### src/rtl/pad_frame_writer_if.sv
// Pixel-stream and SRAM write-port bundle for pad_frame_writer.
// The slave modport is the writer itself; the master modport is whatever drives it.
interface pad_frame_writer_if;
    logic        i_start;
    logic        i_valid;
    logic        o_ready;
    logic [7:0]  i_r;
    logic [7:0]  i_g;
    logic [7:0]  i_b;
    logic        i_stall;
    logic [19:0] o_sram_addr;
    logic [15:0] o_sram_wdata;
    logic        o_sram_we;
    logic        o_busy;
    logic        o_finish;

    modport slave (
        input  i_start, i_valid, i_r, i_g, i_b, i_stall,
        output o_ready, o_sram_addr, o_sram_wdata, o_sram_we, o_busy, o_finish
    );

    modport master (
        output i_start, i_valid, i_r, i_g, i_b, i_stall,
        input  o_ready, o_sram_addr, o_sram_wdata, o_sram_we, o_busy, o_finish
    );
endinterface

### src/rtl/pad_frame_writer.sv
// Writes a raster RGB stream into SRAM as a zero-padded single-channel frame.
// Define PAD_FRAME_WRITER_LUMA_EN to store luma instead of min(r,g,b).
//
// state     | meaning
// ----------+--------------------------------------------------
// IDLE      | waiting for i_start, address parked at BASE_ADDR
// TOP_PAD   | first PAD_L rows, every column written with PAD_VAL
// LEFT_PAD  | first PAD_L columns of an image row
// DATA      | IMG_W pixel columns, one write per handshake
// RIGHT_PAD | last PAD_R columns of an image row
// BOT_PAD   | last PAD_R rows, every column written with PAD_VAL
// DONE      | one-cycle o_finish, then back to IDLE
module pad_frame_writer #(
    parameter int unsigned BASE_ADDR = 500000,
    parameter int unsigned IMG_W     = 320,
    parameter int unsigned IMG_H     = 480,
    parameter int unsigned PAD_L     = 64,
    parameter int unsigned PAD_R     = 63,
    parameter logic [7:0]  PAD_VAL   = 8'd0
) (
    input  logic               clk,
    input  logic               rst_n,
    pad_frame_writer_if.slave  bus
);
    localparam int unsigned W_TOT = PAD_L + IMG_W + PAD_R;
    localparam int unsigned H_TOT = PAD_L + IMG_H + PAD_R;
    localparam int CW = (W_TOT > 1) ? $clog2(W_TOT) : 1;
    localparam int RW = (H_TOT > 1) ? $clog2(H_TOT + 1) : 1;

    localparam logic [CW-1:0] C_LAST     = CW'(W_TOT - 1);
    localparam logic [CW-1:0] C_LPAD_END = CW'(PAD_L - 1);
    localparam logic [CW-1:0] C_DATA_END = CW'(PAD_L + IMG_W - 1);
    localparam logic [RW-1:0] R_TOP_END  = RW'(PAD_L - 1);
    localparam logic [RW-1:0] R_IMG_END  = RW'(PAD_L + IMG_H - 1);
    localparam logic [RW-1:0] R_LAST     = RW'(H_TOT - 1);
    localparam logic [19:0]   A_BASE     = 20'(BASE_ADDR);

    typedef enum logic [2:0] {
        S_IDLE, S_TOP_PAD, S_LEFT_PAD, S_DATA, S_RIGHT_PAD, S_BOT_PAD, S_DONE
    } state_t;

    state_t        r_state;
    state_t        w_next;
    logic [CW-1:0] r_col;
    logic [RW-1:0] r_row;
    logic [19:0]   r_addr;
    logic          w_we;
    logic          w_ready;
    logic          w_finish;
    logic [15:0]   w_wdata;
    logic [7:0]    w_value;

`ifdef PAD_FRAME_WRITER_LUMA_EN
    logic [15:0] w_luma;
    // Max sum is 256*255, so 16 bits never overflow.
    assign w_luma  = 16'd77  * {8'd0, bus.i_r}
                   + 16'd150 * {8'd0, bus.i_g}
                   + 16'd29  * {8'd0, bus.i_b};
    assign w_value = 8'(w_luma >> 8);
`else
    logic [7:0] w_min_rg;
    assign w_min_rg = (bus.i_r < bus.i_g) ? bus.i_r : bus.i_g;
    assign w_value  = (w_min_rg < bus.i_b) ? w_min_rg : bus.i_b;
`endif

    always_ff @(posedge clk or negedge rst_n) begin
        if (!rst_n) r_state <= S_IDLE;
        else        r_state <= w_next;
    end

    always_comb begin
        w_next = r_state;
        case (r_state)
            S_IDLE:      if (bus.i_start && !bus.i_stall) w_next = S_TOP_PAD;
            S_TOP_PAD:   if (w_we && r_row == R_TOP_END && r_col == C_LAST) w_next = S_LEFT_PAD;
            S_LEFT_PAD:  if (w_we && r_col == C_LPAD_END) w_next = S_DATA;
            S_DATA:      if (w_we && r_col == C_DATA_END) w_next = S_RIGHT_PAD;
            S_RIGHT_PAD: if (w_we && r_col == C_LAST)
                             w_next = (r_row == R_IMG_END) ? S_BOT_PAD : S_LEFT_PAD;
            S_BOT_PAD:   if (w_we && r_row == R_LAST && r_col == C_LAST) w_next = S_DONE;
            S_DONE:      if (!bus.i_stall) w_next = S_IDLE;
            default:     w_next = S_IDLE;
        endcase
    end

    // Write strobe and data are combinational so a handshake lands in SRAM the same cycle.
    always_comb begin
        w_we     = 1'b0;
        w_ready  = 1'b0;
        w_finish = 1'b0;
        w_wdata  = 16'd0;
        case (r_state)
            S_TOP_PAD, S_LEFT_PAD, S_RIGHT_PAD, S_BOT_PAD: begin
                w_we    = !bus.i_stall;
                w_wdata = {8'd0, PAD_VAL};
            end
            S_DATA: begin
                w_ready = !bus.i_stall;
                w_we    = bus.i_valid && !bus.i_stall;
                w_wdata = {8'd0, w_value};
            end
            S_DONE:  w_finish = !bus.i_stall;
            default: ;
        endcase
    end

    always_ff @(posedge clk or negedge rst_n) begin
        if (!rst_n) begin
            r_addr <= A_BASE;
            r_row  <= '0;
            r_col  <= '0;
        end else if (w_we) begin
            r_addr <= r_addr + 20'd1;
            if (r_col == C_LAST) begin
                r_col <= '0;
                r_row <= r_row + RW'(1);
            end else begin
                r_col <= r_col + CW'(1);
            end
        end else if (r_state == S_DONE && !bus.i_stall) begin
            r_addr <= A_BASE;
            r_row  <= '0;
            r_col  <= '0;
        end
    end

    assign bus.o_sram_addr  = r_addr;
    assign bus.o_sram_wdata = w_wdata;
    assign bus.o_sram_we    = w_we;
    assign bus.o_ready      = w_ready;
    assign bus.o_busy       = (r_state != S_IDLE);
    assign bus.o_finish     = w_finish;
endmodule

### src/flat_wrapper.sv
// flat-port wrapper written by rule: the top's interface ports become plain ports
module pad_frame_writer_flat 
#(
    parameter int unsigned BASE_ADDR = 500000,
    parameter int unsigned IMG_W     = 320,
    parameter int unsigned IMG_H     = 480,
    parameter int unsigned PAD_L     = 64,
    parameter int unsigned PAD_R     = 63,
    parameter logic [7:0]  PAD_VAL   = 8'd0
)
  (clk, rst_n, bus_i_start, bus_i_valid, bus_i_r, bus_i_g, bus_i_b, bus_i_stall, bus_o_ready, bus_o_sram_addr, bus_o_sram_wdata, bus_o_sram_we, bus_o_busy, bus_o_finish);
  pad_frame_writer_if bus_i ();
  input  logic clk;
  input  logic rst_n;
  input wire logic [$bits(bus_i.i_start)-1:0] bus_i_start;
  input wire logic [$bits(bus_i.i_valid)-1:0] bus_i_valid;
  input wire logic [$bits(bus_i.i_r)-1:0] bus_i_r;
  input wire logic [$bits(bus_i.i_g)-1:0] bus_i_g;
  input wire logic [$bits(bus_i.i_b)-1:0] bus_i_b;
  input wire logic [$bits(bus_i.i_stall)-1:0] bus_i_stall;
  output wire logic [$bits(bus_i.o_ready)-1:0] bus_o_ready;
  output wire logic [$bits(bus_i.o_sram_addr)-1:0] bus_o_sram_addr;
  output wire logic [$bits(bus_i.o_sram_wdata)-1:0] bus_o_sram_wdata;
  output wire logic [$bits(bus_i.o_sram_we)-1:0] bus_o_sram_we;
  output wire logic [$bits(bus_i.o_busy)-1:0] bus_o_busy;
  output wire logic [$bits(bus_i.o_finish)-1:0] bus_o_finish;
  assign bus_i.i_start = bus_i_start;
  assign bus_i.i_valid = bus_i_valid;
  assign bus_i.i_r = bus_i_r;
  assign bus_i.i_g = bus_i_g;
  assign bus_i.i_b = bus_i_b;
  assign bus_i.i_stall = bus_i_stall;
  assign bus_o_ready = bus_i.o_ready;
  assign bus_o_sram_addr = bus_i.o_sram_addr;
  assign bus_o_sram_wdata = bus_i.o_sram_wdata;
  assign bus_o_sram_we = bus_i.o_sram_we;
  assign bus_o_busy = bus_i.o_busy;
  assign bus_o_finish = bus_i.o_finish;
  pad_frame_writer #(.BASE_ADDR(BASE_ADDR), .IMG_W(IMG_W), .IMG_H(IMG_H), .PAD_L(PAD_L), .PAD_R(PAD_R), .PAD_VAL(PAD_VAL)) u_core (.clk(clk), .rst_n(rst_n), .bus(bus_i));
endmodule
### config.mk
export PLATFORM = sky130hd
export DESIGN_NAME = pad_frame_writer_flat
export DESIGN_NICKNAME = d
export VERILOG_FILES = /design/src/rtl/pad_frame_writer_if.sv /design/src/rtl/pad_frame_writer.sv /design/src/flat_wrapper.sv
export SDC_FILE = /design/constraint.sdc
export NUM_CORES = 1
export LEC_CHECK = 0
export ABC_AREA = 1
export BUFFER_PORTS_ARGS = -buffer_cell sky130_fd_sc_hd__clkbuf_2
export CAP_MARGIN = 20
export CORE_UTILIZATION = 25
export DETAILED_ROUTE_END_ITERATION = 10
export MAX_ROUTING_LAYER = met4
export SYNTH_ARGS = -nofsm -noshare
export SYNTH_HDL_FRONTEND = slang
export SYNTH_SLANG_ARGS = --single-unit
### constraint.sdc
create_clock -name clk -period 5 [get_ports clk]
set_input_delay 0.25 -clock clk [delete_from_list [all_inputs] [get_ports clk]]
set_output_delay 0.25 -clock clk [all_outputs]
set_load 0.02 [all_outputs]
==> impl_summary.md <==
Outcome
The flow ran to the end, but the final reports show violations. The checks that failed: design-rule violations.

STA
The final critical delay including setup and external delays is 3.25 ns. Setup total negative slack on the finished layout was measured at 0 ns. The number of hold violations in the final report is 0.

The number of pins exceeding their max-slew limit in the final report is 0. The fraction of the cycle the final worst path needs is 0.650. Setup repair after global routing left no endpoint under its margin. The maximum clock frequency is just over 300 MHz.

In this run the tightest slew margin relative to its limit is 0.634. The final count of negative-setup-slack endpoints is 0. At the pin with the least slew margin, the transition time is 0.549 ns. The final setup skew is 0.00506 ns. On the final layout, the worst hold slack is approximately 0.04 ns.

Setup path
The register-to-register setup slack is ~2.6 ns. Walking the worst path, the cells encountered are clkbuf_2, inv_1, ha_1, a21oi_1, o21a_1, nand2_1, o21ai_0, ha_1, a21oi_1, nor2_1, a211oi_1, buf_4, a21oi_1, nor2_1, clkbuf_2. The worst setup path is of the input port to output port kind. The number of cells on the worst reg-to-reg path is 7.

The slowest stage of the critical path belongs to the cell sky130_fd_sc_hd__o21ai_0. The worst setup path is captured at an output port. The maximum single-stage delay on the critical path is roughly 0.42 ns. In this run the worst path has a maximum fanout of 16. The capture instance of the worst register-to-register path is u_core.r_col[7]$_DFFE_PN0P_.

STA puts the critical path data arrival time at around 3 ns. The launch instance of the worst register-to-register path is u_core.r_state[2]$_DFFE_PN0P_. The kind of start point of the critical path is an input port. Tracing the worst setup path back leads to its startpoint at bus_i_g[7]. Among the stages of the critical path, the cell type that occurs most often is sky130_fd_sc_hd__a21oi_1. For the worst setup path, the data required time is 4.75 ns.

Power
Summed over all cells, the static leakage comes to 1.87 nW. The overall power after layout is between 1 and 1.5 mW. Power spread over the standard cell area amounts to between 300 and 400 nW/um^2.

The maximum vdd drop is roughly 0.00022 V.

Logic synthesis
The mean area per synthesized cell is between 7 and 8 um^2. The biggest area contributor in the post-synthesis netlist is sky130_fd_sc_hd__dfrtp_1. The most used flip-flop cell after synthesis is sky130_fd_sc_hd__dfrtp_1. Ranked by total cell area, the synthesized netlist is headed by sky130_fd_sc_hd__dfrtp_1 29%, sky130_fd_sc_hd__nand2_1 9.4%, sky130_fd_sc_hd__inv_1 9.3%. In the post-synthesis netlist, the cell with the most instances is sky130_fd_sc_hd__nand2_1. The share of the synthesized area in the top cell type is 0.292. The warning count from the yosys run is 0. Yosys mapped a number of flops with a built-in enable equal to 0. Synthesis instantiated 37 different standard cells from the library.

In this run, synthesis produced a sequential element count of between 40 and 50. The count of mapped cells out of synthesis is about 420. After synthesis, the share of flip-flops with an asynchronous set or reset is 1.00. The commonest cells after synthesis are 75 x sky130_fd_sc_hd__nand2_1, 74 x sky130_fd_sc_hd__inv_1, 43 x sky130_fd_sc_hd__nor2_1. Of the synthesized area, sequential elements account for 0.354. The mapped netlist covers around 3000 um^2.

Clock tree
The TritonCTS sink count is 42. The clock root buffer master is sky130_fd_sc_hd__clkbuf_16. At the later pin of the worst-skew pair, clock insertion delay measures roughly 0.28 ns. The clock tree synthesis step divided the H-tree into 2 levels.

The TritonCTS clock tree is yes. The clock passes through at most 2 buffers. Clock-pin slew was measured on the worst setup and hold paths at roughly 0.06 ns. The number of gates resized after cts is 0. The number of hold buffers added after CTS was 0.

The number of CTS-inserted buffers is 5. The post-CTS repair timing setup buffer count is 0.

Cells and area
The share of final-layout standard cells stronger than drive strength 1 is 0.183. The post-layout net count is 533. The growth of design area from synthesis to finish is 19.7%. 0 antenna diodes ended up in the layout. The cell area after layout is 3590 um^2.

Place
The detailed placement HPWL is roughly 5600 um. The post-detailed-placement cell area is around 3400 um^2. Buffers placed on the I/O ports in this run total 60. The global placer's final weighted congestion is 0.891.

Detailed routing
The via count is between 2000 and 3000. After detailed routing, the average wire length per cell comes to around 11 um. In the routed design, unresolved DRC markers number 9.

The final wirelength is about 7000 um. After the first detailed-routing iteration, the DRC count stood at roughly 270. The detail route stage leaves a number of antenna-violating nets equal to 0. The first-pass detailed-route iteration total is 7. The detail-routed via count per cell is between 4 and 5.

Die
69 I/O pins were placed. For this configuration, the core starts out at a cell density of 0.259. In this run the standard cell core region covers roughly 12000 um^2. The die outline width is between 100 and 150 um. The vertical die dimension is 112 um. The count of standard-cell rows is 39. The die area is roughly 12000 um^2.

GRT
The number of antenna violations at the first check in global routing is 0. The largest net degree at the start of global routing is 43. The first global-routing pass estimated 12500 um of wire. Across every metal layer, demand over resource in global routing totals 0.124. The total grt overflow is 0. The number of global-route vias before repair is ~2700.

Hold path
The tightest min-delay check is of the input port to async pin type.

Run
The max capacitance violation total is 0.
[critical path, delay by kind of cell]
family	cells	cell delay, ns
AND/OR/NAND/NOR	3	0.43
AO/OA/AOI/OAI	6	1.13
adder cells (fa/ha/maj)	2	0.62
buffers and inverters	4	0.56
[area by class of cell]
cell class                      instances  area, um^2
Multi-Input combinational cell        295        1590
Fill cell                            1234        7980
Inverter                               79         297
Tap cell                              143         179
Timing Repair Buffer                   62         315
Clock buffer                            7         143
Sequential cell                        42        1060
Clock inverter                          1        5.00
[placed cells by master (no fill, tap or decap), drive strengths merged]
master	n
a21oi	32
nor3	9
conb	8
dfstp	7
a211oi	2
buf	2
nand4	8
o21ai	28
and2	1
xor2	6
ha	19
clkbuf	67
nor2	48
xnor2	1
clkinv	2
o21a	1
a22o	1
dfrtp	35
a22oi	2
nand2	78
o31ai	1
nor4	4
a31oi	1
nand3	28
o32ai	4
inv	78
o211ai	1
nor3b	1
and3	2
o22ai	9
[per-stage QoR]
stage	worst slack (ns)	utilization	std cells
2_1_floorplan	1.77	-	428
3_3_place_gp	1.91	0.298	621
3_5_place_dp	1.77	0.298	621
4_1_cts	1.75	0.310	629
5_1_grt	1.43	0.310	629
6_report	1.75	0.310	629
[state kept, by name (all words and copies together) (netlist names)]
name,count
u_core.bus.o_sram_addr,20
u_core.r_row,10
u_core.r_col,9
u_core.r_state,3
[logic make-up after synthesis]
kind of cell | share of synthesized area
XOR/XNOR | 0.0205
AO/OA/AOI/OAI | 0.153
other | 0.00125
adder cells (fa/ha/maj) | 0.0793
AND/OR/NAND/NOR | 0.268
flip-flops | 0.354
buffers and inverters | 0.124
[how the worst max path moves through the flow]
| stage | slack, ns | end | cells after the start |
|---|---|---|---|
| 2_1_floorplan | 1.77 | bus_o_sram_wdata[0] | 15 |
| 3_3_place_gp | 1.91 | bus_o_sram_wdata[3] | 17 |
| 3_5_place_dp | 1.77 | bus_o_sram_wdata[3] | 15 |
| 4_1_cts | 1.75 | bus_o_sram_wdata[3] | 15 |
| 5_1_grt | 1.43 | bus_o_sram_wdata[1] | 15 |
| 6_report | 1.75 | bus_o_sram_wdata[3] | 15 |
[power breakdown]
| part | internal (mW) | switching, mW | leakage, nW | total [mW] |
|---|---|---|---|---|
| combinational | 0.128 | 0.217 | 1.29 | 0.345 |
| clock | 0.198 | 0.128 | 0.0739 | 0.326 |
| sequential | 0.406 | 0.0709 | 0.504 | 0.477 |
| total | 0.732 | 0.416 | 1.87 | 1.15 |
[layer usage]
layer / GRT usage / up-vias / wire [um]
li1: - / 1497 / -
met1: 0.160 / 1304 / 3440
met2: 0.207 / 85 / 3370
met3: 0.0185 / 9 / 337
met4: 0.0252 / 0 / 67
met5: - / - / 0
Power figures use the tool's default switching activity.
